**src/rtl/scanline_gen.sv**
```systemverilog
// rtl/scanline_gen.sv - line/column scanline darkening stage with 3-clock aligned sync/DE/position delay
module scanline_gen #(
    parameter int LATENCY = 3
) (
    input  logic        PCLK_i,
    input  logic        reset_n,
    input  logic [7:0]  R_i,
    input  logic [7:0]  G_i,
    input  logic [7:0]  B_i,
    input  logic        HSYNC_i,
    input  logic        VSYNC_i,
    input  logic        DE_i,
    input  logic [10:0] xpos_i,
    input  logic [10:0] ypos_i,
    input  logic [31:0] sl_config,
    input  logic [31:0] sl_config2,
    output logic [7:0]  R_o,
    output logic [7:0]  G_o,
    output logic [7:0]  B_o,
    output logic        HSYNC_o,
    output logic        VSYNC_o,
    output logic        DE_o,
    output logic [10:0] xpos_o,
    output logic [10:0] ypos_o
);

    if (LATENCY != 3) begin : g_bad_latency
        $error("scanline_gen only supports LATENCY = 3");
    end

    // Shadow copies of the configuration; only these drive the processing.
    logic [31:0] sh_cfg;
    logic [5:0]  sh_cfg2;

    // Reserved configuration bits are intentionally ignored.
    logic unused_cfg2;
    assign unused_cfg2 = ^sl_config2[31:6];

    logic       c_en, l_en;
    logic [2:0] c_size, l_size, c_offset, l_offset;
    logic [7:0] c_mask, l_mask;
    logic [3:0] c_str, l_str;

    assign c_en     = sh_cfg[31];
    assign l_en     = sh_cfg[30];
    assign c_size   = sh_cfg[29:27];
    assign l_size   = sh_cfg[26:24];
    assign c_mask   = sh_cfg[23:16];
    assign l_mask   = sh_cfg[15:8];
    assign c_str    = sh_cfg[7:4];
    assign l_str    = sh_cfg[3:0];
    assign c_offset = sh_cfg2[5:3];
    assign l_offset = sh_cfg2[2:0];

    // Stage 1 registers; s1_de and s1_vs double as the previous-cycle DE/VSYNC.
    logic [7:0]  s1_r, s1_g, s1_b;
    logic        s1_hs, s1_vs, s1_de;
    logic [10:0] s1_x, s1_y;
    logic [2:0]  s1_lph, s1_cph;

    // Stage 2 registers.
    logic [7:0]  s2_r, s2_g, s2_b;
    logic [7:0]  s2_pr, s2_pg, s2_pb;
    logic        s2_act;
    logic        s2_hs, s2_vs, s2_de;
    logic [10:0] s2_x, s2_y;

    logic line_start;
    assign line_start = DE_i & ~s1_de;

    // Wrapping phase step; a phase above the size is used once then wraps to 0.
    function automatic logic [2:0] inc(input logic [2:0] v, input logic [2:0] s);
        return (v >= s) ? 3'd0 : v + 3'd1;
    endfunction

    // v * (a + 1) / 16; never exceeds v, so the 8-bit result is exact.
    function automatic logic [7:0] shade(input logic [7:0] v, input logic [3:0] a);
        return 8'(({5'd0, v} * {9'd0, a} + {5'd0, v}) >> 4);
    endfunction

    // Latch new configuration on the VSYNC falling edge only, so frames never tear.
    always_ff @(posedge PCLK_i) begin
        if (!reset_n) begin
            sh_cfg  <= 32'd0;
            sh_cfg2 <= 6'd0;
        end else if (!VSYNC_i && s1_vs) begin
            sh_cfg  <= sl_config;
            sh_cfg2 <= sl_config2[5:0];
        end
    end

    // Stage 1: capture inputs and advance the line/column phase counters.
    always_ff @(posedge PCLK_i) begin
        if (!reset_n) begin
            s1_r   <= 8'd0;
            s1_g   <= 8'd0;
            s1_b   <= 8'd0;
            s1_hs  <= 1'b1;
            s1_vs  <= 1'b1;
            s1_de  <= 1'b0;
            s1_x   <= 11'd0;
            s1_y   <= 11'd0;
            s1_lph <= 3'd0;
            s1_cph <= 3'd0;
        end else begin
            s1_r  <= R_i;
            s1_g  <= G_i;
            s1_b  <= B_i;
            s1_hs <= HSYNC_i;
            s1_vs <= VSYNC_i;
            s1_de <= DE_i;
            s1_x  <= xpos_i;
            s1_y  <= ypos_i;
            if (line_start) begin
                s1_lph <= (ypos_i == 11'd0) ? l_offset : inc(s1_lph, l_size);
                s1_cph <= c_offset;
            end else if (DE_i) begin
                s1_cph <= inc(s1_cph, c_size);
            end
        end
    end

    logic       l_hit, c_hit;
    logic [3:0] l_a, c_a, str_a;

    // Stage 2 combinational: pick the stronger of the two active darkening strengths.
    always_comb begin
        l_hit = l_en & l_mask[s1_lph];
        c_hit = c_en & c_mask[s1_cph];
        l_a   = l_hit ? l_str : 4'd0;
        c_a   = c_hit ? c_str : 4'd0;
        str_a = (l_a > c_a) ? l_a : c_a;
    end

    // Stage 2: register the scaled darkening amount per component.
    always_ff @(posedge PCLK_i) begin
        if (!reset_n) begin
            s2_r   <= 8'd0;
            s2_g   <= 8'd0;
            s2_b   <= 8'd0;
            s2_pr  <= 8'd0;
            s2_pg  <= 8'd0;
            s2_pb  <= 8'd0;
            s2_act <= 1'b0;
            s2_hs  <= 1'b1;
            s2_vs  <= 1'b1;
            s2_de  <= 1'b0;
            s2_x   <= 11'd0;
            s2_y   <= 11'd0;
        end else begin
            s2_r   <= s1_r;
            s2_g   <= s1_g;
            s2_b   <= s1_b;
            s2_pr  <= shade(s1_r, str_a);
            s2_pg  <= shade(s1_g, str_a);
            s2_pb  <= shade(s1_b, str_a);
            s2_act <= l_hit | c_hit;
            s2_hs  <= s1_hs;
            s2_vs  <= s1_vs;
            s2_de  <= s1_de;
            s2_x   <= s1_x;
            s2_y   <= s1_y;
        end
    end

    // Stage 3: subtract the darkening amount and blank pixels outside DE.
    always_ff @(posedge PCLK_i) begin
        if (!reset_n) begin
            R_o     <= 8'd0;
            G_o     <= 8'd0;
            B_o     <= 8'd0;
            HSYNC_o <= 1'b1;
            VSYNC_o <= 1'b1;
            DE_o    <= 1'b0;
            xpos_o  <= 11'd0;
            ypos_o  <= 11'd0;
        end else begin
            R_o     <= !s2_de ? 8'd0 : (s2_act ? s2_r - s2_pr : s2_r);
            G_o     <= !s2_de ? 8'd0 : (s2_act ? s2_g - s2_pg : s2_g);
            B_o     <= !s2_de ? 8'd0 : (s2_act ? s2_b - s2_pb : s2_b);
            HSYNC_o <= s2_hs;
            VSYNC_o <= s2_vs;
            DE_o    <= s2_de;
            xpos_o  <= s2_x;
            ypos_o  <= s2_y;
        end
    end

endmodule

```
**config.mk**
```make
export PLATFORM = sky130hd
export DESIGN_NAME = scanline_gen
export DESIGN_NICKNAME = d
export VERILOG_FILES = /design/src/rtl/scanline_gen.sv
export SDC_FILE = /design/constraint.sdc
export NUM_CORES = 1
export LEC_CHECK = 0
export CORE_ASPECT_RATIO = 1.5
export CORE_MARGIN = 10
export CORE_UTILIZATION = 59
export CTS_CLUSTER_DIAMETER = 80
export DETAILED_ROUTE_END_ITERATION = 16
export PLACE_DENSITY = 0.93
export SLEW_MARGIN = 10
export SYNTH_ARGS = -nofsm -noshare
export SYNTH_HDL_FRONTEND = slang
export SYNTH_SLANG_ARGS = --single-unit
export TNS_END_PERCENT = 20
```
**constraint.sdc**
```tcl
create_clock -name PCLK_i -period 20.8 [get_ports PCLK_i]
set_input_delay 4.16 -clock PCLK_i [delete_from_list [all_inputs] [get_ports PCLK_i]]
set_output_delay 4.16 -clock PCLK_i [all_outputs]
set_load 0.03 [all_outputs]
```
==> metrics.txt, run 1 <==
# TYPE chip_impl_metric gauge
chip_impl_metric{name="detail_route.drc_violations",unit=""} 0
chip_impl_metric{name="synth.lib_cells_used.distinct",unit=""} 59
chip_impl_metric{name="finalWirelength",unit="um"} 23700
chip_impl_info{name="synth_commonest_cells",value="sky130_fd_sc_hd__dfxtp_1 (216), sky130_fd_sc_hd__and2_1 (179), sky130_fd_sc_hd__inv_1 (152)"} 1
chip_impl_metric{name="dieWidth",unit="um"} 132
chip_impl_metric{name="global_route_wire_length_before_repair",unit="um"} 40200
chip_impl_metric{name="design.final.nets",unit=""} 1582
chip_impl_info{name="root_buffer",value="sky130_fd_sc_hd__clkbuf_16"} 1
chip_impl_info{name="outcome",value="finished clean"} 1
chip_impl_metric{name="layout_worst_path_cycle_share",unit="%"} 33.7
chip_impl_info{name="holdCritPathClass",value="reg -> reg"} 1
chip_impl_metric{name="y_dimension_of_the_die",unit="um"} 187
chip_impl_metric{name="min_period",unit="ps"} 7000
chip_impl_metric{name="power.density",unit="mW/mm^2"} 68.0
chip_impl_metric{name="fin_skew",unit="ps"} 21.6
chip_impl_metric{name="first_global_vias",unit=""} 8802
chip_impl_metric{name="ff2ff_path_depth",unit=""} 25
chip_impl_metric{name="ys_async_sr_fraction",unit="%"} 0
chip_impl_metric{name="drv_cap",unit=""} 0
chip_impl_metric{name="detail_route.wl_per_cell",unit="um"} 14.9
chip_impl_metric{name="io_pins",unit=""} 164
chip_impl_metric{name="setup_viol",unit=""} 0
chip_impl_metric{name="clock_tree.htree_level_count",unit=""} 1
chip_impl_info{name="synth_top_flop_cell",value="sky130_fd_sc_hd__dfxtp_1"} 1
chip_impl_metric{name="crit_fanout",unit=""} 24
chip_impl_info{name="critPathLaunchType",value="flip-flop"} 1
chip_impl_metric{name="grt_overflow_total",unit=""} 0
chip_impl_metric{name="later_pin_clock_latency_in_the_skew_report",unit="ps"} 510
chip_impl_metric{name="die_area",unit="sq mm"} 0.0247
chip_impl_metric{name="num_vias",unit=""} 8159
chip_impl_info{name="combinational_family_with_the_most_area_after_synthesis",value="simple AND/OR/NAND/NOR gates"} 1
chip_impl_metric{name="firstDrtPassIters",unit=""} 6
chip_impl_metric{name="start_util",unit="%"} 59.7
chip_impl_info{name="critical_path.endpoint_type",value="flip-flop"} 1
chip_impl_metric{name="initial_antenna_violation_count",unit=""} 0
chip_impl_metric{name="areaGrowthSynthToFinish",unit="%"} 20.8
chip_impl_metric{name="rrSetupSlack",unit="ps"} 13800
chip_impl_metric{name="gp_congestion",unit=""} 0.836
chip_impl_metric{name="worstHoldPathCells",unit=""} 1
chip_impl_info{name="critical_path.startpoint",value="s1_lph[0]$_SDFFE_PN0P_"} 1
chip_impl_metric{name="io_buffer_count",unit=""} 137
chip_impl_metric{name="cts_inserted_buffers",unit=""} 20
chip_impl_metric{name="synth_compound_gate_area_share",unit="%"} 8.34
chip_impl_metric{name="drive_above_1_share",unit="%"} 4.64
chip_impl_metric{name="clock_pin_slew_of_the_registers_on_the_worst_case_setup_and_hold_paths",unit="ps"} 70
chip_impl_metric{name="post_cts_hold_buffer_count",unit=""} 0
chip_impl_metric{name="max_slew_margin",unit="%"} 41.6
chip_impl_metric{name="std_cell_rows",unit=""} 61
chip_impl_metric{name="insertedDiodeCount",unit=""} 0
chip_impl_metric{name="share_of_the_yosys_chip_area_belonging_to_registers",unit="%"} 39.2
chip_impl_metric{name="synthesis.area_per_instance",unit="sq um"} 9.21
chip_impl_metric{name="cp.required",unit="ps"} 21190
chip_impl_metric{name="yosys.area_share.simple",unit="%"} 20.7
chip_impl_info{name="synthMostInstantiatedCell",value="sky130_fd_sc_hd__dfxtp_1"} 1
chip_impl_metric{name="synth-seq-cells",unit=""} 216
chip_impl_info{name="reg2reg_to",value="s2_pr[7]$_SDFF_PN0_"} 1
chip_impl_metric{name="drv_slew",unit=""} 0
chip_impl_metric{name="muxShareOfSynthArea",unit="%"} 2.44
chip_impl_metric{name="hold_viol",unit=""} 0
chip_impl_metric{name="worstMarginPinSlew",unit="ps"} 874
chip_impl_info{name="cts_tree",value="yes"} 1
chip_impl_info{name="netlist_top_cells_area",value="sky130_fd_sc_hd__dfxtp_1 (39%), sky130_fd_sc_hd__fa_1 (10%), sky130_fd_sc_hd__and2_1 (10%)"} 1
chip_impl_metric{name="timing.setup.tns",unit="ps"} 0
chip_impl_metric{name="grt_max_degree",unit=""} 87
chip_impl_metric{name="syn_area",unit="sq mm"} 0.0110
chip_impl_metric{name="leakage_power_of_the_design",unit="nW"} 5.89
chip_impl_metric{name="post_synth_inst_count",unit=""} 1197
chip_impl_info{name="critical_path_class",value="reg -> reg"} 1
chip_impl_info{name="r2r_start",value="s1_lph[0]$_SDFFE_PN0P_"} 1
chip_impl_metric{name="place.detailed.hpwl",unit="um"} 17500
chip_impl_metric{name="detail-route-antenna-nets",unit=""} 0
chip_impl_metric{name="vdd_drop_max",unit="uV"} 82.9
chip_impl_metric{name="synth-edff-count",unit=""} 0
chip_impl_metric{name="cts.sink_count",unit=""} 216
chip_impl_metric{name="share_of_synthesized_cell_area_in_full_adder_half_adder_and_majority_cells",unit="%"} 20.2
chip_impl_metric{name="yosys.area.top_type_share",unit="%"} 39.2
chip_impl_metric{name="synth-warning-count",unit=""} 0
chip_impl_metric{name="cts_resized",unit=""} 0
chip_impl_info{name="setup_crit_end",value="s2_pr[7]$_SDFF_PN0_"} 1
chip_impl_metric{name="cts_setup_buffers",unit=""} 0
chip_impl_info{name="yosysTopAreaCell",value="sky130_fd_sc_hd__dfxtp_1"} 1
chip_impl_metric{name="critPathArrivalTime",unit="ps"} 7390
chip_impl_metric{name="detailed_route_vias_per_instance",unit=""} 5.13
chip_impl_metric{name="fraction_of_synthesized_cell_area_in_xor_and_xnor_cells",unit="%"} 2.38
chip_impl_metric{name="core_area",unit="sq mm"} 0.0185
chip_impl_metric{name="gr-usage-all-layers",unit="%"} 19.1
chip_impl_info{name="grt_setup_unrepaired",value="no"} 1
chip_impl_metric{name="dr.first_iter.drc_count",unit=""} 322
chip_impl_metric{name="maxClockFrequency",unit="MHz"} 143
chip_impl_metric{name="hold_slack",unit="ps"} 399
chip_impl_metric{name="clock_tree.buffer_depth",unit=""} 3
chip_impl_metric{name="mappedNetlistNets",unit=""} 1456
routing by layer:
metal / vias to the layer above / global-route usage, % / wire length (um)
met3: 58 / 4.62 / 1410
li1: 4029 / - / -
met5: - / 0 / 0
met4: 0 / 7.38 / 713
met2: 214 / 36.7 / 12600
met1: 3858 / 19.1 / 8900
cell usage in the layout (no fill, tap or decap), drive strengths merged, types with 3 or more instances in the layout:
master,Yosys,final
mux2,3,3
clkdlybuf4s50,0,136
xor2,13,13
dfxtp,216,216
nor4,3,3
nor2,74,74
nand2b,14,14
clkinv,0,7
o21ai,30,30
a211oi,7,7
a21o,4,4
bufinv,0,3
mux2i,16,16
a31oi,3,3
inv,152,152
and3,4,4
buf,3,11
a21boi,9,9
nand3,3,3
nor2b,14,14
mux4,3,3
nand2,146,146
xnor2,17,17
clkbuf,40,26
nand3b,3,3
o21a,3,3
ha,87,87
a311oi,3,3
and2,179,179
fa,57,57
a21oi,55,55
o31ai,3,3
a41oi,3,3
where the power goes:
group	switching, mW	internal (mW)
clock network	0.157	0.226
registers	0.00996	0.430
logic	0.0403	0.0416
total	0.207	0.698
cells by family (layout without fill, tap and decap cells):
logic type | after synthesis | in the layout
and+or+nand+nor | 451 | 451
DFF | 216 | 216
buffers and inverters | 195 | 335
adders and majority gates | 144 | 144
AOI/OAI and AO/OA | 139 | 139
xor gates and xnor gates | 30 | 30
muxes | 22 | 22
worst min-delay path by stage:
stage	startpoint	to	slack, ps
global route	s2_vs$_SDFF_PN1_	VSYNC_o$_SDFF_PN1_	420
floorplan	s2_hs$_SDFF_PN1_	HSYNC_o$_SDFF_PN1_	390
global placement	s2_vs$_SDFF_PN1_	VSYNC_o$_SDFF_PN1_	390
detailed placement	s2_vs$_SDFF_PN1_	VSYNC_o$_SDFF_PN1_	390
finish	s2_vs$_SDFF_PN1_	VSYNC_o$_SDFF_PN1_	400
CTS	s2_vs$_SDFF_PN1_	VSYNC_o$_SDFF_PN1_	400
per-stage QoR:
| step | total power, mW | area [sq um] | setup slack [ps] | utilization, % | std cells |
|---|---|---|---|---|---|
| final | 0.905 | 13300 | 13800 | 72.1 | 1589 |
| after global placement | 0.525 | 12600 | 14110 | 68.3 | 1553 |
| after CTS | 0.912 | 13300 | 13900 | 72.1 | 1589 |
| after floorplan | 0.496 | 11000 | 14270 | - | 1197 |
| after global routing | 0.937 | 13300 | 13420 | 72.1 | 1589 |
| after detailed placement | 0.530 | 12600 | 13910 | 68.3 | 1553 |
sequential cells by signal, indices dropped and copies added (netlist names), 11 cells and up:
name	count
sh_cfg	32
s1_x	11
s1_y	11
s2_x	11
s2_y	11
xpos_o	11
ypos_o	11
critical path, cell delays in order, from the launching register on:
cell and delay (ps):
sky130_fd_sc_hd__dfxtp_1 460, sky130_fd_sc_hd__mux4_2 540, sky130_fd_sc_hd__nor2_1 180, sky130_fd_sc_hd__a311oi_4 100
sky130_fd_sc_hd__and2_1 230, sky130_fd_sc_hd__ha_1 290, sky130_fd_sc_hd__nor2b_1 170, sky130_fd_sc_hd__o41ai_2 110
sky130_fd_sc_hd__nor2_1 580, sky130_fd_sc_hd__nand2_1 100, sky130_fd_sc_hd__o21ai_1 110, sky130_fd_sc_hd__buf_4 280
sky130_fd_sc_hd__nand2_1 120, sky130_fd_sc_hd__fa_1 570, sky130_fd_sc_hd__fa_1 440, sky130_fd_sc_hd__fa_1 500
sky130_fd_sc_hd__inv_1 40, sky130_fd_sc_hd__ha_1 310, sky130_fd_sc_hd__and4_1 240, sky130_fd_sc_hd__o2111a_1 150
sky130_fd_sc_hd__a41oi_1 330, sky130_fd_sc_hd__a31oi_1 290, sky130_fd_sc_hd__a211oi_2 380, sky130_fd_sc_hd__a21oi_1 150
sky130_fd_sc_hd__xnor2_1 160, sky130_fd_sc_hd__nor2b_1 60
final cells by class:
cell class	instances	area, sq um
multi-input combinational	786	5970
fill	1283	5150
clock buffer	26	553
clock inverter	10	140
tap	252	315
inverter	152	571
timing repair buffer	147	1440
sequential	216	4320
(Power assumes the default switching activity.)
==> run 2, diff against run 1 <==
--- a/config.mk
+++ b/config.mk
@@ -7,10 +7,10 @@
 export LEC_CHECK = 0
 export CORE_ASPECT_RATIO = 1.5
 export CORE_MARGIN = 10
-export CORE_UTILIZATION = 59
+export CORE_UTILIZATION = 55
 export CTS_CLUSTER_DIAMETER = 80
 export DETAILED_ROUTE_END_ITERATION = 16
-export PLACE_DENSITY = 0.93
+export PLACE_DENSITY = 0.88
 export SLEW_MARGIN = 10
 export SYNTH_ARGS = -nofsm -noshare
 export SYNTH_HDL_FRONTEND = slang
==> constraint.sdc (replaced) <==
create_clock -name PCLK_i -period 6.8 [get_ports PCLK_i]
set_input_delay 1.36 -clock PCLK_i [delete_from_list [all_inputs] [get_ports PCLK_i]]
set_output_delay 1.36 -clock PCLK_i [all_outputs]
set_load 0.03 [all_outputs]
==> run 2 against run 1 <==
Core utilization down 4.3 points; critical path type unchanged; sequential cell count unchanged; clock power rose to 2.8 times the previous value; largest power group unchanged; highest routed layer unchanged.
==> metrics.txt, run 2 (synthesis gave the netlist of run 1 again) <==
# TYPE chip_impl_metric gauge
chip_impl_info{name="outcome",value="finished clean"} 1
chip_impl_metric{name="dr.first_iter.drc_count",unit=""} 336
chip_impl_metric{name="later_pin_clock_latency_in_the_skew_report",unit="ps"} 500
chip_impl_metric{name="std_cell_rows",unit=""} 63
chip_impl_metric{name="place.detailed.hpwl",unit="um"} 17200
chip_impl_metric{name="layout_worst_path_cycle_share",unit="%"} 96.3
chip_impl_metric{name="internal_power",unit="mW"} 2.04
chip_impl_info{name="slowest_stage",value="sky130_fd_sc_hd__mux4_1"} 1
chip_impl_info{name="critical_path.startpoint",value="s1_cph[1]$_SDFFE_PN0P_"} 1
chip_impl_info{name="critical_path.endpoint_type",value="flip-flop"} 1
chip_impl_metric{name="layout.cells.non_filler",unit=""} 1608
chip_impl_metric{name="worstHoldPathCells",unit=""} 1
chip_impl_info{name="critPathLaunchType",value="flip-flop"} 1
chip_impl_metric{name="num_vias",unit=""} 7923
chip_impl_info{name="timing.critical_path.max_delay_family",value="compound AO/OA/AOI/OAI gates"} 1
chip_impl_metric{name="firstDrtPassIters",unit=""} 5
chip_impl_metric{name="post_cts_hold_buffer_count",unit=""} 0
chip_impl_info{name="critical_path_class",value="reg -> reg"} 1
chip_impl_metric{name="timing.critical_path.buf_inv",unit=""} 2
chip_impl_metric{name="initial_antenna_violation_count",unit=""} 0
chip_impl_metric{name="dieWidth",unit="um"} 136
chip_impl_metric{name="io_pins",unit=""} 164
chip_impl_metric{name="first_global_vias",unit=""} 8318
chip_impl_metric{name="vdd_drop_max",unit="uV"} 249
chip_impl_info{name="layout_commonest_cell",value="sky130_fd_sc_hd__dfxtp_1"} 1
chip_impl_metric{name="insertedDiodeCount",unit=""} 0
chip_impl_metric{name="die_area",unit="sq mm"} 0.0262
chip_impl_metric{name="fin_skew",unit="ps"} 13.7
chip_impl_metric{name="y_dimension_of_the_die",unit="um"} 193
chip_impl_info{name="largest_register",value="sh_cfg"} 1
chip_impl_metric{name="cp.required",unit="ps"} 7190
chip_impl_metric{name="areaGrowthSynthToFinish",unit="%"} 21.7
chip_impl_metric{name="global_route_wire_length_before_repair",unit="um"} 37500
chip_impl_metric{name="core_area",unit="sq mm"} 0.0198
chip_impl_metric{name="finalWirelength",unit="um"} 21900
chip_impl_metric{name="netSwitchingFraction",unit="%"} 23.2
chip_impl_metric{name="drv_slew",unit=""} 0
chip_impl_metric{name="critPathArrivalTime",unit="ps"} 6930
chip_impl_info{name="setup_crit_end",value="s2_pg[7]$_SDFF_PN0_"} 1
chip_impl_metric{name="final_util",unit="%"} 67.8
chip_impl_metric{name="largest_register_ff_count",unit=""} 32
chip_impl_info{name="holdCritPathClass",value="reg -> reg"} 1
chip_impl_metric{name="final_critical_path_setup_slack",unit="ps"} 253
chip_impl_metric{name="preCtsSetupSlack",unit="ps"} 6.16
chip_impl_metric{name="maxClockFrequency",unit="MHz"} 153
chip_impl_metric{name="power.density",unit="mW/mm^2"} 198
chip_impl_info{name="critical_path.cell_chain",value="mux4_1 > a22o_2 > nand2_1 > ha_1 > nor2b_1 > o41ai_4 > nor2_4 > o21ai_2 > buf_6 > nand2_1 > fa_1 > fa_1 > fa_1 > inv_1 > ha_1 > and4_1 > o2111a_1 > a41oi_2 > a311oi_4 > a211o_1 > o31a_1 > xor2_1 > and2_1"} 1
chip_impl_metric{name="worstMarginPinSlew",unit="ps"} 1090
chip_impl_info{name="reg2reg_to",value="s2_pg[7]$_SDFF_PN0_"} 1
chip_impl_metric{name="start_util",unit="%"} 55.7
chip_impl_metric{name="placed_area",unit="sq mm"} 0.0127
chip_impl_info{name="critical-path-top-cell-by-count",value="sky130_fd_sc_hd__fa_1"} 1
chip_impl_metric{name="gp_congestion",unit=""} 0.841
chip_impl_metric{name="grt_overflow_total",unit=""} 0
chip_impl_info{name="root_buffer",value="sky130_fd_sc_hd__clkbuf_16"} 1
chip_impl_metric{name="setup_viol",unit=""} 0
chip_impl_metric{name="max_slew_margin",unit="%"} 27.2
chip_impl_metric{name="cts.sink_count",unit=""} 216
chip_impl_metric{name="rrSetupSlack",unit="ps"} 250
chip_impl_metric{name="leakage_power_of_the_design",unit="nW"} 5.93
chip_impl_metric{name="detail-route-antenna-nets",unit=""} 0
chip_impl_metric{name="clockPowerShare",unit="%"} 40.0
chip_impl_metric{name="power.share.combinational",unit="%"} 9.4
chip_impl_metric{name="detailed_route_vias_per_instance",unit=""} 4.93
chip_impl_metric{name="cp_num_cells",unit=""} 23
chip_impl_metric{name="crit_fanout",unit=""} 12
chip_impl_metric{name="gr-usage-all-layers",unit="%"} 16.7
chip_impl_metric{name="hold_viol",unit=""} 0
chip_impl_metric{name="min_period",unit="ps"} 6550
chip_impl_metric{name="io_buffer_count",unit=""} 137
chip_impl_metric{name="clock_pin_slew_of_the_registers_on_the_worst_case_setup_and_hold_paths",unit="ps"} 60
chip_impl_info{name="cts_tree",value="yes"} 1
chip_impl_metric{name="clock_tree.buffer_depth",unit=""} 3
chip_impl_metric{name="seqPwrFrac",unit="%"} 50.6
chip_impl_metric{name="clock_tree.htree_level_count",unit=""} 1
chip_impl_metric{name="drv_cap",unit=""} 0
chip_impl_metric{name="drive_above_1_share",unit="%"} 5.71
chip_impl_metric{name="p_switching",unit="mW"} 0.615
chip_impl_metric{name="timing.setup.tns",unit="ps"} 0
chip_impl_metric{name="hold_slack",unit="ps"} 405
chip_impl_metric{name="final_area",unit="sq mm"} 0.0134
chip_impl_metric{name="placed_cell_count",unit=""} 1572
chip_impl_metric{name="grt_max_degree",unit=""} 101
chip_impl_info{name="final_cell_mix",value="sky130_fd_sc_hd__dfxtp_1 (214), sky130_fd_sc_hd__and2_1 (179), sky130_fd_sc_hd__inv_1 (151), sky130_fd_sc_hd__nand2_1 (146), sky130_fd_sc_hd__clkdlybuf4s50_1 (136)"} 1
chip_impl_metric{name="design_power",unit="mW"} 2.66
chip_impl_metric{name="detail_route.drc_violations",unit=""} 0
chip_impl_metric{name="cts_inserted_buffers",unit=""} 20
chip_impl_metric{name="ff2ff_path_depth",unit=""} 23
chip_impl_info{name="r2r_start",value="s1_cph[1]$_SDFFE_PN0P_"} 1
chip_impl_metric{name="detail_route.wl_per_cell",unit="um"} 13.6
chip_impl_metric{name="design.final.nets",unit=""} 1594
chip_impl_metric{name="worst_path_largest_cell_delay",unit="ps"} 570
-- run 2: area by class of cell --
class | instances | area, sq um
Multi-Input combinational cell | 786 | 6020
Tap cell | 260 | 325
Fill cell | 1469 | 6370
Clock buffer | 27 | 537
Timing Repair Buffer | 159 | 1550
Sequential cell | 216 | 4330
Inverter | 152 | 571
Clock inverter | 8 | 78.8
-- run 2: worst min-delay path by stage --
stage | from | slack [ps] | to
final | s1_hs$_SDFF_PN1_ | 410 | s2_hs$_SDFF_PN1_
after global routing | s1_hs$_SDFF_PN1_ | 420 | s2_hs$_SDFF_PN1_
after CTS | s1_hs$_SDFF_PN1_ | 400 | s2_hs$_SDFF_PN1_
after detailed placement | s1_hs$_SDFF_PN1_ | 390 | s2_hs$_SDFF_PN1_
after global placement | s2_vs$_SDFF_PN1_ | 390 | VSYNC_o$_SDFF_PN1_
after floorplan | s2_hs$_SDFF_PN1_ | 390 | HSYNC_o$_SDFF_PN1_
-- run 2: power groups by stage --
stage	sequential [mW]	combinational, mW	clock (mW)
4_1_cts	1.34	0.250	1.09
3_3_place_gp	1.37	0.238	0
2_1_floorplan	1.37	0.145	0
3_5_place_dp	1.37	0.248	0
5_1_grt	1.35	0.282	1.13
6_report	1.34	0.249	1.06
-- run 2: repair_timing --
action | CTS | global route
buffers inserted | 0 | 1
endpoints found under the setup margin | 1 | 15
pin swaps | 0 | 1
gates resized for setup | 1 | 12
-- run 2: per-layer routing --
layer / global-route usage [%] / routed length (um) / up-vias
met2: 31.0 / 11500 / 152
met5: 0 / 0 / -
met1: 17.3 / 8390 / 3676
li1: - / - / 4052
met3: 4.05 / 1320 / 43
met4: 6.30 / 669 / 0
-- run 2: worst register-to-register path: stages, from the launching register on --
cell and delay [ps]:
sky130_fd_sc_hd__dfxtp_2 390, sky130_fd_sc_hd__mux4_1 570, sky130_fd_sc_hd__a22o_2 330, sky130_fd_sc_hd__nand2_1 140, sky130_fd_sc_hd__ha_1 260, sky130_fd_sc_hd__nor2b_1 160
sky130_fd_sc_hd__o41ai_4 420, sky130_fd_sc_hd__nor2_4 140, sky130_fd_sc_hd__o21ai_2 220, sky130_fd_sc_hd__buf_6 180, sky130_fd_sc_hd__nand2_1 90, sky130_fd_sc_hd__fa_1 500
sky130_fd_sc_hd__fa_1 530, sky130_fd_sc_hd__fa_1 530, sky130_fd_sc_hd__inv_1 50, sky130_fd_sc_hd__ha_1 300, sky130_fd_sc_hd__and4_1 180, sky130_fd_sc_hd__o2111a_1 150
sky130_fd_sc_hd__a41oi_2 260, sky130_fd_sc_hd__a311oi_4 180, sky130_fd_sc_hd__a211o_1 340, sky130_fd_sc_hd__o31a_1 260, sky130_fd_sc_hd__xor2_1 140, sky130_fd_sc_hd__and2_1 140
==> RTL edit, RTL diff (config.mk and constraints of run 2) <==
Make the reset (`reset_n`) asynchronous in 4 clocked blocks.
--- a/src/rtl/scanline_gen.sv
+++ b/src/rtl/scanline_gen.sv
@@ -81,3 +81,3 @@
     // Latch new configuration on the VSYNC falling edge only, so frames never tear.
-    always_ff @(posedge PCLK_i) begin
+    always_ff @(posedge PCLK_i or negedge reset_n) begin
         if (!reset_n) begin
@@ -92,3 +92,3 @@
     // Stage 1: capture inputs and advance the line/column phase counters.
-    always_ff @(posedge PCLK_i) begin
+    always_ff @(posedge PCLK_i or negedge reset_n) begin
         if (!reset_n) begin
@@ -135,3 +135,3 @@
     // Stage 2: register the scaled darkening amount per component.
-    always_ff @(posedge PCLK_i) begin
+    always_ff @(posedge PCLK_i or negedge reset_n) begin
         if (!reset_n) begin
@@ -166,3 +166,3 @@
     // Stage 3: subtract the darkening amount and blank pixels outside DE.
-    always_ff @(posedge PCLK_i) begin
+    always_ff @(posedge PCLK_i or negedge reset_n) begin
         if (!reset_n) begin
Function: differs if reset_n is asserted again (counterexample within 4 cycles, from zero or initial values and one cycle with reset_n low); with reset_n held inactive, the same outputs for 4 cycles.
==> RTL edit against run 2 <==
Area after synthesis is 0.67% higher. Cell area rose by 1.4%. Hold slack got worse by 58 ps. Via count is 9.2% lower. Wire length grew 2.7%. Sequential cell count is the same. Worst setup slack improved by 41 ps. Critical path type unchanged. Largest cell class is now flip-flops and latches.
Power is not compared: it rests on default switching activity, and its combinational part moved more than twofold at a synthesized area within 25%.
==> RTL edit: results (changes against run 2) <==
first-pass GRT wire length=38000 µm (+1.3%); Final GP Congestion=0.796 (-5.3%); Final nets=1370 (-14%); clock buffer depth=3 (unchanged); number of fillers in the final layout=1355 (-7.8%); Reg-to-Reg End=s2_pb[7]; largest net degree at the start of global routing=94 (-6.9%); crit path DAT=6900 ps (-30 ps); post-synthesis async set-or-reset flop share=100% (+100 points); 1st-iter DRT viols=304 (-9.5%); hold path endpoint=s2_y[1]; WHS Path Cells=0 (-1); Post-Route WL=22500 µm (+2.7%); final clock skew=9.82 ps (-3.91 ps); Vias/cell=5.19 (+5.4%); final HPWL from detailed placement=16800 µm (-2.3%); dpl ws=-119 ps (-126 ps); Rel. slew slack=27.8% (+0.56 points); list of most frequent post-synthesis cells=dfrtp_1 (210), inv_1 (149), ha_1 (87); Syn. warnings=0 (unchanged); crit-path max FO=9 (-3); largest cells by area after synthesis=dfrtp_1 (47%), fa_1 (10%), ha_1 (9.8%); total CTS buffers=22 (+10%); status=finished, final reports clean; R2R Setup Slk=290 ps (+40 ps); Syn Nets=1218 (-16%); GR Util All Layers=17.5% (+0.80 points); ys flop type=dfrtp_1; distinct cell type count of the synthesized netlist=57 (-3.4%); vias in the first global route=8088 (-2.8%); hold path start=s1_y[1]; Placed Instance Area=0.0128 mm² (+0.52%); sequential-to-total area share from yosys stat=48.8% (+9.5 points)
RTL edit: kinds of logic (layout without fill, tap and decap cells):
group                      Yosys count  count (layout)  share of synthesized area [%]
AOI/OAI and AO/OA                   89              89                           5.28
xor gates and xnor gates            32              32                           2.53
adders and majority gates          144             144                           20.1
buffers and inverters              172             339                           6.04
DFF                                216             216                           48.8
muxes                               59              59                           6.10
and+or+nand+nor                    247             247                           11.2
RTL edit: worst max-delay path by stage:
stage               cells past startpoint      start  slack (ps)        to
floorplan                              27  s1_lph[2]         250  s2_pb[7]
global placement                       25  s1_lph[2]         110  s2_pr[7]
detailed placement                     25  s1_lph[2]        -120  s2_pr[7]
CTS                                    25  s1_lph[2]          70  s2_pb[7]
global route                           25  s1_lph[2]          -5  s2_pb[7]
finish                                 25  s1_lph[2]         290  s2_pb[7]
RTL edit: layout make-up:
type / instances / area, µm² / share of cell area (%)
inverters: 149 / 559 / 4.11
clock inverters: 10 / 125 / 0.920
flip-flops and latches: 216 / 5410 / 39.8
repair buffers: 151 / 1490 / 11.0
clock buffers: 29 / 607 / 4.46
well taps: 260 / 325 / 2.39
multi-input cells: 571 / 5070 / 37.3
RTL edit: layer usage:
layer | up-vias | share of wire (%) | track usage [%]
li1 | 3369 | - | -
met1 | 3635 | 36 | 18.4
met2 | 152 | 56 | 33.5
met3 | 40 | 5.0 | 3.22
met4 | 0 | 2.4 | 5.68
met5 | - | 0 | 0
RTL edit: timing repair:
item	in CTS	in global routing
endpoints found under the setup margin	3	15
buffers inserted	0	1
endpoints found under the hold margin	0	0
pin swaps	1	2
gates resized for setup	3	16
RTL edit: through the flow:
step	cells	hold WS [ps]
after floorplan	959	331
after global placement	1346	332
after detailed placement	1346	335
after CTS	1385	348
after global routing	1386	354
final	1386	347
RTL edit: critical path, stage by stage, from the launching register on:
cell,delay (ps)
dfrtp_2,430
mux4_1,590
mux2_2,310
and2_1,230
nand2_1,120
inv_1,50
ha_1,290
a2111oi_1,340
buf_4,180
or3_4,180
nand3_1,120
o21ai_2,130
nand2_1,130
fa_1,520
fa_1,510
fa_1,510
inv_1,40
ha_1,300
and4_4,170
o311ai_0,120
o32a_1,280
a21oi_2,90
a211o_1,310
a21oi_2,180
o21bai_1,90
xor2_1,140
RTL edit: power by group through the flow:
stage          sequential [W]  combinational (W)  clock, W
5_1_grt               0.00161            0.00278   0.00129
3_5_place_dp          0.00162            0.00235         0
2_1_floorplan         0.00170            0.00164         0
4_1_cts               0.00159            0.00240   0.00124
6_report              0.00159            0.00245   0.00121
3_3_place_gp          0.00160            0.00221         0
